$ cat src/rtl/pipe_ctrl_pkg.sv
// Shared definitions for the pipeline control logic: controller states,
// the NOP encoding loaded by the flushes, and default stall parameters.
package pipe_ctrl_pkg;

    typedef enum logic [1:0] {
        RUN     = 2'd0,
        LDSTALL = 2'd1,
        VECWAIT = 2'd2
    } hz_state_t;

    localparam logic [31:0] NOP_INSTR      = 32'h0000_0013;
    localparam int          LD_STALL_DEF   = 1;
    localparam int          VEC_CYCLES_DEF = 4;

    // True when a DECO source field is in use and names the EXE destination.
    function automatic logic src_match(input logic use_src,
                                       input logic [3:0] src,
                                       input logic [3:0] dst);
        return use_src & (src == dst);
    endfunction

endpackage

$ cat src/rtl/sat_counter.sv
// Saturating up-counter with synchronous clear and increment enable.
module sat_counter #(
    parameter int W = 16
) (
    input  logic         clk,
    input  logic         i_clr,
    input  logic         i_inc,
    output logic [W-1:0] o_q
);

    logic [W-1:0] r_q;

    // Count enabled cycles, holding at all-ones once reached.
    always_ff @(posedge clk) begin
        if (i_clr) begin
            r_q <= '0;
        end else if (i_inc && (r_q != {W{1'b1}})) begin
            r_q <= r_q + {{(W-1){1'b0}}, 1'b1};
        end else begin
            r_q <= r_q;
        end
    end

    assign o_q = r_q;

endmodule

$ cat src/rtl/hazard_ctrl.sv
// Hazard controller for the FETCH/DECO/EXE/MEM pipeline: load-use stalls,
// multi-cycle vector occupancy of EXE and taken-branch flushes.
module hazard_ctrl
    import pipe_ctrl_pkg::*;
#(
    parameter int LD_STALL   = LD_STALL_DEF,
    parameter int VEC_CYCLES = VEC_CYCLES_DEF,
    parameter int CNT_W      = 16
) (
    input  logic             clk,
    input  logic             rst,
    input  logic [3:0]       RP_deco,
    input  logic [3:0]       RS_deco,
    input  logic             use_rp_deco,
    input  logic             use_rs_deco,
    input  logic [3:0]       Rg_exe,
    input  logic             mem_rd_exe,
    input  logic             we_v_exe,
    input  logic             salto_exe,
    output logic             pc_hold,
    output logic             en_fd,
    output logic             en_de,
    output logic             flush_fd,
    output logic             flush_de,
    output logic             flush_em,
    output logic             pc_sel_branch,
    output logic [CNT_W-1:0] stall_cnt
);

    // The entry cycle and the final cnt==0 cycle both count, hence the -2.
    localparam logic [3:0] LD_RELOAD  = 4'(LD_STALL - 2);
    localparam logic [3:0] VEC_RELOAD = 4'(VEC_CYCLES - 2);
    localparam logic       LD_MULTI   = (LD_STALL > 1) ? 1'b1 : 1'b0;

    hz_state_t  r_state;
    hz_state_t  w_next_state;
    logic [3:0] r_cnt;
    logic [3:0] w_next_cnt;
    logic       w_hz;

    assign w_hz = mem_rd_exe & (src_match(use_rp_deco, RP_deco, Rg_exe) |
                                src_match(use_rs_deco, RS_deco, Rg_exe));

    // Mealy outputs and next-state selection from current state and inputs.
    always_comb begin
        pc_hold       = 1'b0;
        en_fd         = 1'b1;
        en_de         = 1'b1;
        flush_fd      = 1'b0;
        flush_de      = 1'b0;
        flush_em      = 1'b0;
        pc_sel_branch = 1'b0;
        w_next_state  = r_state;
        w_next_cnt    = r_cnt;
        if (rst) begin
            flush_fd     = 1'b1;
            flush_de     = 1'b1;
            flush_em     = 1'b1;
            w_next_state = RUN;
            w_next_cnt   = 4'd0;
        end else begin
            case (r_state)
                RUN: begin
                    if (salto_exe) begin
                        flush_fd      = 1'b1;
                        flush_de      = 1'b1;
                        pc_sel_branch = 1'b1;
                    end else if (we_v_exe) begin
                        pc_hold      = 1'b1;
                        en_fd        = 1'b0;
                        en_de        = 1'b0;
                        flush_em     = 1'b1;
                        w_next_cnt   = VEC_RELOAD;
                        w_next_state = VECWAIT;
                    end else if (w_hz) begin
                        pc_hold  = 1'b1;
                        en_fd    = 1'b0;
                        flush_de = 1'b1;
                        if (LD_MULTI) begin
                            w_next_cnt   = LD_RELOAD;
                            w_next_state = LDSTALL;
                        end else begin
                            w_next_state = RUN;
                        end
                    end else begin
                        w_next_state = RUN;
                    end
                end
                LDSTALL: begin
                    pc_hold  = 1'b1;
                    en_fd    = 1'b0;
                    flush_de = 1'b1;
                    if (r_cnt == 4'd0) begin
                        w_next_state = RUN;
                    end else begin
                        w_next_cnt = r_cnt - 4'd1;
                    end
                end
                VECWAIT: begin
                    pc_hold = 1'b1;
                    en_fd   = 1'b0;
                    en_de   = 1'b0;
                    // Last cycle lets the vector result advance into MEM.
                    if (r_cnt != 4'd0) begin
                        flush_em   = 1'b1;
                        w_next_cnt = r_cnt - 4'd1;
                    end else begin
                        w_next_state = RUN;
                    end
                end
                default: begin
                    w_next_state = RUN;
                    w_next_cnt   = 4'd0;
                end
            endcase
        end
    end

    // State and bubble counter registers.
    always_ff @(posedge clk) begin
        if (rst) begin
            r_state <= RUN;
            r_cnt   <= 4'd0;
        end else begin
            r_state <= w_next_state;
            r_cnt   <= w_next_cnt;
        end
    end

    sat_counter #(.W(CNT_W)) u_stall_cnt (
        .clk   (clk),
        .i_clr (rst),
        .i_inc (pc_hold),
        .o_q   (stall_cnt)
    );

endmodule

$ cat config.mk
export PLATFORM = sky130hd
export DESIGN_NAME = hazard_ctrl
export DESIGN_NICKNAME = d
export VERILOG_FILES = /design/src/rtl/pipe_ctrl_pkg.sv /design/src/rtl/sat_counter.sv /design/src/rtl/hazard_ctrl.sv
export SDC_FILE = /design/constraint.sdc
export NUM_CORES = 1
export LEC_CHECK = 0
export CORE_ASPECT_RATIO = 1.2
export CORE_MARGIN = 2
export CORE_UTILIZATION = 50
export CTS_BUF_LIST = sky130_fd_sc_hd__clkbuf_8
export DETAILED_ROUTE_END_ITERATION = 8
export HOLD_SLACK_MARGIN = 0.05
export PLACE_DENSITY = 0.88
export SLEW_MARGIN = 25
export SYNTH_ARGS = -nofsm -noshare
export SYNTH_HDL_FRONTEND = slang
export SYNTH_SLANG_ARGS = --single-unit
export TNS_END_PERCENT = 50
$ cat constraint.sdc
create_clock -name clk -period 4.9 [get_ports clk]
set_clock_uncertainty 0.2 [all_clocks]
set_input_delay 1.225 -clock clk [delete_from_list [all_inputs] [get_ports clk]]
set_output_delay 1.225 -clock clk [all_outputs]
set_load 0.05 [all_outputs]
======== Yosys cells after proc, flatten, opt, wreduce, memory -nomap -nowiden ========
Cells that the tools add are included.
storage, ports and cells
  input bits .............................. 19
  flip-flop bits (word level) ............. 22
  logic and storage cells ................. 64
operators by class
  reduce and logical (&&, ||, !) cells .... 7
  multiplexer cells ....................... 37
  add/subtract/negate cells ............... 2
  equality and inequality tests ........... 11
  bitwise operators ....................... 4
operator list
  cell                     count
  $mux W1                  22
  $add A16 B1 Y16 const B  1
  $mux W4                  4
  $ne A16 B16 Y1 const B   1
  $ne A2 B2 Y1 const B     6
  $pmux W4 S3              1
  $pmux W1 S2              5
  $eq A4 B4 Y1             2
  $mux W2                  4
  $pmux W2 S3              1
  $logic_not A4 Y1         1
  $reduce_and A4 Y1        1
  $reduce_bool A4 Y1       1
  $sub A4 B1 Y4 const B    1
  $and A1 B1 Y1            3
  $reduce_and A3 Y1        1
  $eq A2 B1 Y1 const B     1
  $eq A2 B2 Y1 const B     1
  $logic_not A2 Y1         1
  $reduce_or A2 Y1         1
  $logic_and A1 B1 Y1      1
  $or A1 B1 Y1             1

======== Logic depth before layout (Yosys ltp) ========
Gate-level depths: netlist of run 1.
  depth in word-level cells ............... 10
  gate-level depth with buffers ........... 8

======== Cells and area by module ========
From an unflattened synthesis of run 1, not the netlist that was laid out.
second synthesis, totals
  cell total of the unflattened synthesis .. 151
  area, all modules ....................... 1255.0 sq um
by module, submodules not included
  module       instances  cells each  area each (sq um)
  sat_counter  1          99          848.3
  hazard_ctrl  1          52          406.6

======== Least setup slack after synthesis of run 1 ========
OpenSTA, ideal clock, no wires.
  kind .................................... input to output
  from .................................... in rst
  to ...................................... out flush_de
  arrival ................................. 2628 ps
  cell stages on the path ................. 5
  path slack .............................. 847 ps
  cells stage by stage .................... clkbuf_1 > a21oi_1 > inv_1 > a21oi_1 > nor2_1
on the way
  word-level cells in the longest chain between the ends .. 1
ends and longest elaborated chain
  element          RTL line           source
  start, declared  hazard_ctrl.sv:11  input logic rst,
  $mux W1          hazard_ctrl.sv:55  if (rst) begin
  end, declared    hazard_ctrl.sv:24  output logic flush_de,
No other way between the ends.

======== Worst setup path after layout of run 1 ========
  from .................................... in salto_exe
  to ...................................... out en_de
on the way
  word-level cells in the longest chain between the ends .. 3
ends and longest elaborated chain
  element          RTL line           source
  start, declared  hazard_ctrl.sv:19  input logic salto_exe,
  $mux W1          hazard_ctrl.sv:64  if (salto_exe) begin
  $pmux W1 S2      hazard_ctrl.sv:62  case (r_state)
  $mux W1          hazard_ctrl.sv:55
  end, declared    hazard_ctrl.sv:22  output logic en_de,
No other way between the ends.

==> flow_summary.ini, run 1 <==
[worst_setup_path]
cp-start-kind = input pin
cp_cell_sequence = clkdlybuf4s50_1 > inv_1 > a21oi_1 > nor2_1 > inv_1 > clkdlybuf4s50_1
r2r_cells = 5
critPathKind = input pin to output pin
cp.arrival_ps = 2990
worstPathMaxFanout = 3
critPathCaptureType = output pin
max_stage_delay_ps = 800
slowest_stage = clkdlybuf4s50_1
cp_data_required_time_ps = 3470

[grt]
track_usage_pct = 21.11
antenna_found_initial = 0
grt_pass1_vias = 1182
grt_start_max_net_pins = 19
grt_pass1_wl_um = 4712
gr-total-overflow = 0

[yosys]
syn_area_sq_mm = 0.001191
synth_warnings = 0
synthDistinctLibCells = 31
synthMuxAreaShare_pct = 0.8403
ys_seq_area_share_pct = 35.29
synth_fp_nets = 171
syn-mean-instance-area_sq_um = 7.994
synth_xor_area_share_pct = 7.353
synth_top_family_by_area = simple AND/OR/NAND/NOR gates
synth_seq_cells = 21
synthSimpleGateAreaFrac_pct = 26.37
synthCells = 149
synth_compound_area_share_pct = 20.90
post_synth_fa_ha_maj_area_fraction_pct = 3.151

[timing]
slew_headroom_pct = 66.20
finalCritPeriodShare_pct = 90.05
fin_crit_ps = 4412
rsz0062_at_grt = no
worst_pin_slew_ps = 505.4
setup_ws_ps = 487.6
tns_ps = 0
fmax_mhz = 226.6
setup_violations = 0
slew_violations = 0
hold_viol = 0

[placement]
port_buffers = 41
placed_cell_area_sq_mm = 0.001633
place.gp.congestion = 0.7970
post-dp-hpwl_um = 2228
dp_slack_ps = 502.1
place_inst = 217

[cells_and_area]
stdcell_count = 221
postLayoutCellArea_sq_mm = 0.001679
drive_gt1_share_pct = 10.00
diodes = 0
area_growth_pct = 40.97
layout_common_cells = 37 x clkdlybuf4s50_1, 21 x dfxtp_1, 16 x nand2_1
fin_nets = 213
final_common_cell = clkdlybuf4s50_1

[routing]
ant_nets = 0
via_per_inst = 5.715
drt_iter0_drc = 23
wirelength_um = 2790
num_vias = 1263
drc = 0
drt_pass1_iterations = 7
wl_per_cell_um = 12.62

[clocking]
clockBufferDepth = 2
tritoncts = done
clk-insertion-delay-late_ps = 260
h-tree-depth = 1
numCtsBuffers = 3
cts_resized = 0
cts.clk_slew.worst_paths_ps = 80
cts.sinks = 21
cts_setup_buffers = 0
cts_root_buf = clkbuf_8
cts-hold-fix-buffers = 0

[run_status]
status = complete, no violations

[die]
die_x_um = 48.56
initial_core_util_pct = 52.19
core-area_sq_mm = 0.002282
rows = 19
die_y_um = 57.47
die_area_sq_mm = 0.002790
ios = 42

[pwr]
pwr-share-comb_pct = 25.2
vdd_drop_max_mv = 0.2174
power_frac_clock_pct = 28.6
swShare_pct = 29.81
p_int_w = 0.0002762
pwr-share-seq_pct = 46.2
p_leak_nw = 0.5666
p_switching_w = 0.0001173
p_per_area_mw_per_mm2 = 234.3

[worst_hold_path]
holdPathStages = 2
hp-class = register to register

[job]
drv_cap = 0
## through the flow
| stage | hold slack [ps] | total power [W] | utilization (%) |
|---|---|---|---|
| 5_1_grt | 314.3 | 0.0004121 | 73.57 |
| 3_5_place_dp | 287.0 | 0.0002847 | 71.55 |
| 6_report | 305.3 | 0.0003935 | 73.57 |
| 2_1_floorplan | 285.1 | 0.0002454 | - |
| 3_3_place_gp | 279.7 | 0.0002804 | 71.55 |
| 4_1_cts | 302.6 | 0.0003957 | 73.57 |
## path summary, 6_finish.rpt
path	from	end	slack (ps)
max	salto_exe	en_de	490
min	u_stall_cnt.o_q[5]	u_stall_cnt.o_q[5]	310
max reg2reg	u_stall_cnt.o_q[0]	u_stall_cnt.o_q[10]	2800
min reg2reg	u_stall_cnt.o_q[5]	u_stall_cnt.o_q[5]	310
## routing by layer
metal	vias up	wire, um	global-route usage, %
li1	632	-	-
met1	572	1084	20.98
met2	55	1500	43.85
met3	4	172	2.356
met4	0	33	8.571
met5	-	0	0
## layout make-up
type                       instances  area [sq um]
tap                               31         38.79
timing repair buffer              44         435.4
multi-input combinational        112         704.4
clock buffer                       3         41.29
inverter                           9         33.78
fill                             190         603.1
sequential                        21         420.4
clock inverter                     1         5.005
## cells in the mapped netlist
library cell	count	share of area, %
a21oi_1	14	5.9
a311oi_1	1	0.74
a31o_2	1	0.74
a31oi_1	2	1.1
and3_1	2	1.1
and3_4	1	0.95
and4_4	1	0.95
buf_2	4	1.7
buf_6	1	0.95
clkbuf_1	2	0.63
dfxtp_1	21	35
ha_1	3	3.2
inv_1	9	2.8
mux2i_1	1	0.84
nand2_1	16	5.0
nand3_1	7	2.9
nand3_2	1	0.84
nand4_1	4	2.1
nor2_1	13	4.1
nor3_1	1	0.42
nor4_1	2	1.1
o21ai_0	5	2.1
o22ai_2	1	1.1
o311ai_0	4	2.9
o31ai_1	9	5.7
o41ai_1	1	0.74
or2_2	2	1.1
or3_1	4	2.1
or4_1	6	3.8
xnor2_1	9	6.6
xor2_1	1	0.74
## power by group through the flow
stage	sequential, W	combinational (W)	clock (W)
3_3_place_gp	0.000185	0.0000952	0
6_report	0.000182	0.0000991	0.000113
2_1_floorplan	0.000188	0.0000575	0
5_1_grt	0.000182	0.000108	0.000122
3_5_place_dp	0.000186	0.0000991	0
4_1_cts	0.000182	0.0000995	0.000114
## logic make-up (layout without fill, tap and decap cells)
| logic type | count (synthesis) | after routing |
|---|---|---|
| AO/OA/AOI/OAI | 38 | 38 |
| XOR/XNOR | 10 | 10 |
| adder cells (fa/ha/maj) | 3 | 3 |
| buffers and inverters | 16 | 57 |
| flip-flops | 21 | 21 |
| multiplexers | 1 | 1 |
| AND/OR/NAND/NOR | 60 | 60 |
## worst max-delay path, delay by kind of cell
kind                   cells  cell delay (ps)
buffers and inverters      4             1430
AO/OA/AOI/OAI              1              210
AND/OR/NAND/NOR            1              120
## flip-flops by register name, indices dropped and copies added, names as in the netlist
| name | count |
|---|---|
| r_cnt | 4 |
| r_state | 1 |
| u_stall_cnt.o_q | 16 |
Power figures use the tool's default switching activity.
==> run 2: changes to the inputs <==
--- a/config.mk
+++ b/config.mk
@@ -7,11 +7,11 @@
 export LEC_CHECK = 0
 export CORE_ASPECT_RATIO = 1.2
 export CORE_MARGIN = 2
-export CORE_UTILIZATION = 50
+export CORE_UTILIZATION = 47
 export CTS_BUF_LIST = sky130_fd_sc_hd__clkbuf_8
 export DETAILED_ROUTE_END_ITERATION = 8
 export HOLD_SLACK_MARGIN = 0.05
-export PLACE_DENSITY = 0.88
+export PLACE_DENSITY = 0.83
 export SLEW_MARGIN = 25
 export SYNTH_ARGS = -nofsm -noshare
 export SYNTH_HDL_FRONTEND = slang
==> run 2 against run 1 <==
  * Global-route usage down 2.6 points
  * Count of clock-buffer cells in the layout unchanged
  * Cell area up 0.15%
  * Hold slack worse by 14 ps
  * Via count down 1.8%
  * Worst setup slack worse by 12 ps
  * Sequential power about the same
  * Fmax down 0.26%
  * Largest cell class unchanged
  * Largest power group unchanged
  * Highest routed layer unchanged
==> flow_summary.ini, run 2 (same netlist as run 1, synthesis figures left out) <==
[run_status]
status = complete, no violations

[placement]
place.gp.congestion = 0.7945
place_inst = 219
post-dp-hpwl_um = 2185
port_buffers = 41

[routing]
wl_met3_um = 148
wl_met2_um = 1365
drt_pass1_iterations = 5
via_per_inst = 5.561
num_vias = 1240
wirelength_um = 2676
wl_per_cell_um = 12.00
drt-met1-wl_um = 1136
drc = 0
ant_nets = 0
highest_layer = met4
drt_iter0_drc = 16

[worst_setup_path]
r2r_cells = 5
worstPathMaxFanout = 3
critPathKind = input pin to output pin
critPathCaptureType = output pin
rr_endpoint = u_stall_cnt.o_q[8]
cp-start-kind = input pin
rrSetupSlack_ps = 2810
cp.arrival_ps = 3000
cp_data_required_time_ps = 3470
timing.rr.start = u_stall_cnt.o_q[0]

[clocking]
h-tree-depth = 1
numCtsBuffers = 3
cts.clk_slew.worst_paths_ps = 80
cts_resized = 0
cts.sinks = 21
cts_root_buf = clkbuf_8
cts_setup_buffers = 0
clk-insertion-delay-late_ps = 260
cts-hold-fix-buffers = 0
clockBufferDepth = 2
tritoncts = done

[pwr]
pwr-share-seq_pct = 46.5
p_switching_w = 0.0001151
pwr-share-comb_pct = 25.0
p_leak_nw = 0.5666
p_int_w = 0.0002759
vdd_drop_max_mv = 0.1977
swShare_pct = 29.43
power_frac_clock_pct = 28.5
power_w = 0.0003910
p_per_area_mw_per_mm2 = 232.5

[grt]
gr-total-overflow = 0
grt_pass1_wl_um = 4291
grt_start_max_net_pins = 19
track_usage_pct = 18.53
antenna_found_initial = 0
grt_pass1_vias = 1090

[die]
die_y_um = 59.15
initial_core_util_pct = 48.08
die_x_um = 49.96
die_area_sq_mm = 0.002955
rows = 20
ios = 42
core-area_sq_mm = 0.002477

[cells_and_area]
drive_gt1_share_pct = 10.00
diodes = 0
layout_common_cells = 37 x clkdlybuf4s50_1, 21 x dfxtp_1, 16 x nand2_1
nFillCells = 198
largest_reg_flops = 16
stdcell_count = 223
fin_util_pct = 67.88
final_common_cell = clkdlybuf4s50_1
fin_nets = 213
area_growth_pct = 41.18

[worst_hold_path]
min_from = u_stall_cnt.o_q[10]
hold_end = u_stall_cnt.o_q[10]
holdPathStages = 2
hp-class = register to register

[timing]
hold_viol = 0
worst_pin_slew_ps = 502.7
fmax_mhz = 226.0
slew_headroom_pct = 66.38
setup_violations = 0
finalCritPeriodShare_pct = 90.29
tns_ps = 0
fin_hold_ws_ps = 291.2
rsz0062_at_grt = no
fin_crit_ps = 4424
slew_violations = 0

[job]
drv_cap = 0
[run 2: cell counts in the layout (fill, tap and decap cells not counted)]
No cell type changed its count.
[run 2: how the worst max path moves through the flow]
stage	startpoint	to	depth (start not counted)
final	salto_exe	en_de	6
after global placement	salto_exe	en_de	6
after detailed placement	salto_exe	en_de	6
after CTS	salto_exe	en_de	6
after global routing	salto_exe	en_de	6
after floorplan	rst	flush_de	5
[run 2: per-layer routing]
metal / up-vias / track usage, %
met5: - / 0
met4: 0 / 4.762
met3: 5 / 4.798
met2: 38 / 36.38
met1: 568 / 19.37
li1: 629 / -
[run 2: per-stage QoR]
step           setup WS (ps)  cell area (sq um)
2_1_floorplan          846.7               1191
3_3_place_gp           562.5               1635
3_5_place_dp           483.0               1635
4_1_cts                472.9               1682
5_1_grt                407.1               1682
6_report               475.9               1682
[run 2: critical path: stages]
cell and delay (ps):
clkdlybuf4s50_1 480, inv_1 70, a21oi_1 220, nor2_1 120, inv_1 90, clkdlybuf4s50_1 800
[run 2: final cells by class]
class	count	area [sq um]	share of cell area [%]
multi-input cells	112	704.4	41.89
clock inverters	1	5.005	0.2976
repair buffers	44	435.4	25.89
well taps	33	41.29	2.455
clock buffers	3	41.29	2.455
flip-flops and latches	21	420.4	25.00
inverters	9	33.78	2.009
[run 2: power by group through the flow]
stage | registers [W] | logic [W] | clock network [W]
6_report | 0.000182 | 0.0000978 | 0.000112
5_1_grt | 0.000182 | 0.000105 | 0.000123
4_1_cts | 0.000182 | 0.0000985 | 0.000114
3_5_place_dp | 0.000185 | 0.0000981 | 0
3_3_place_gp | 0.000185 | 0.0000953 | 0
2_1_floorplan | 0.000188 | 0.0000575 | 0
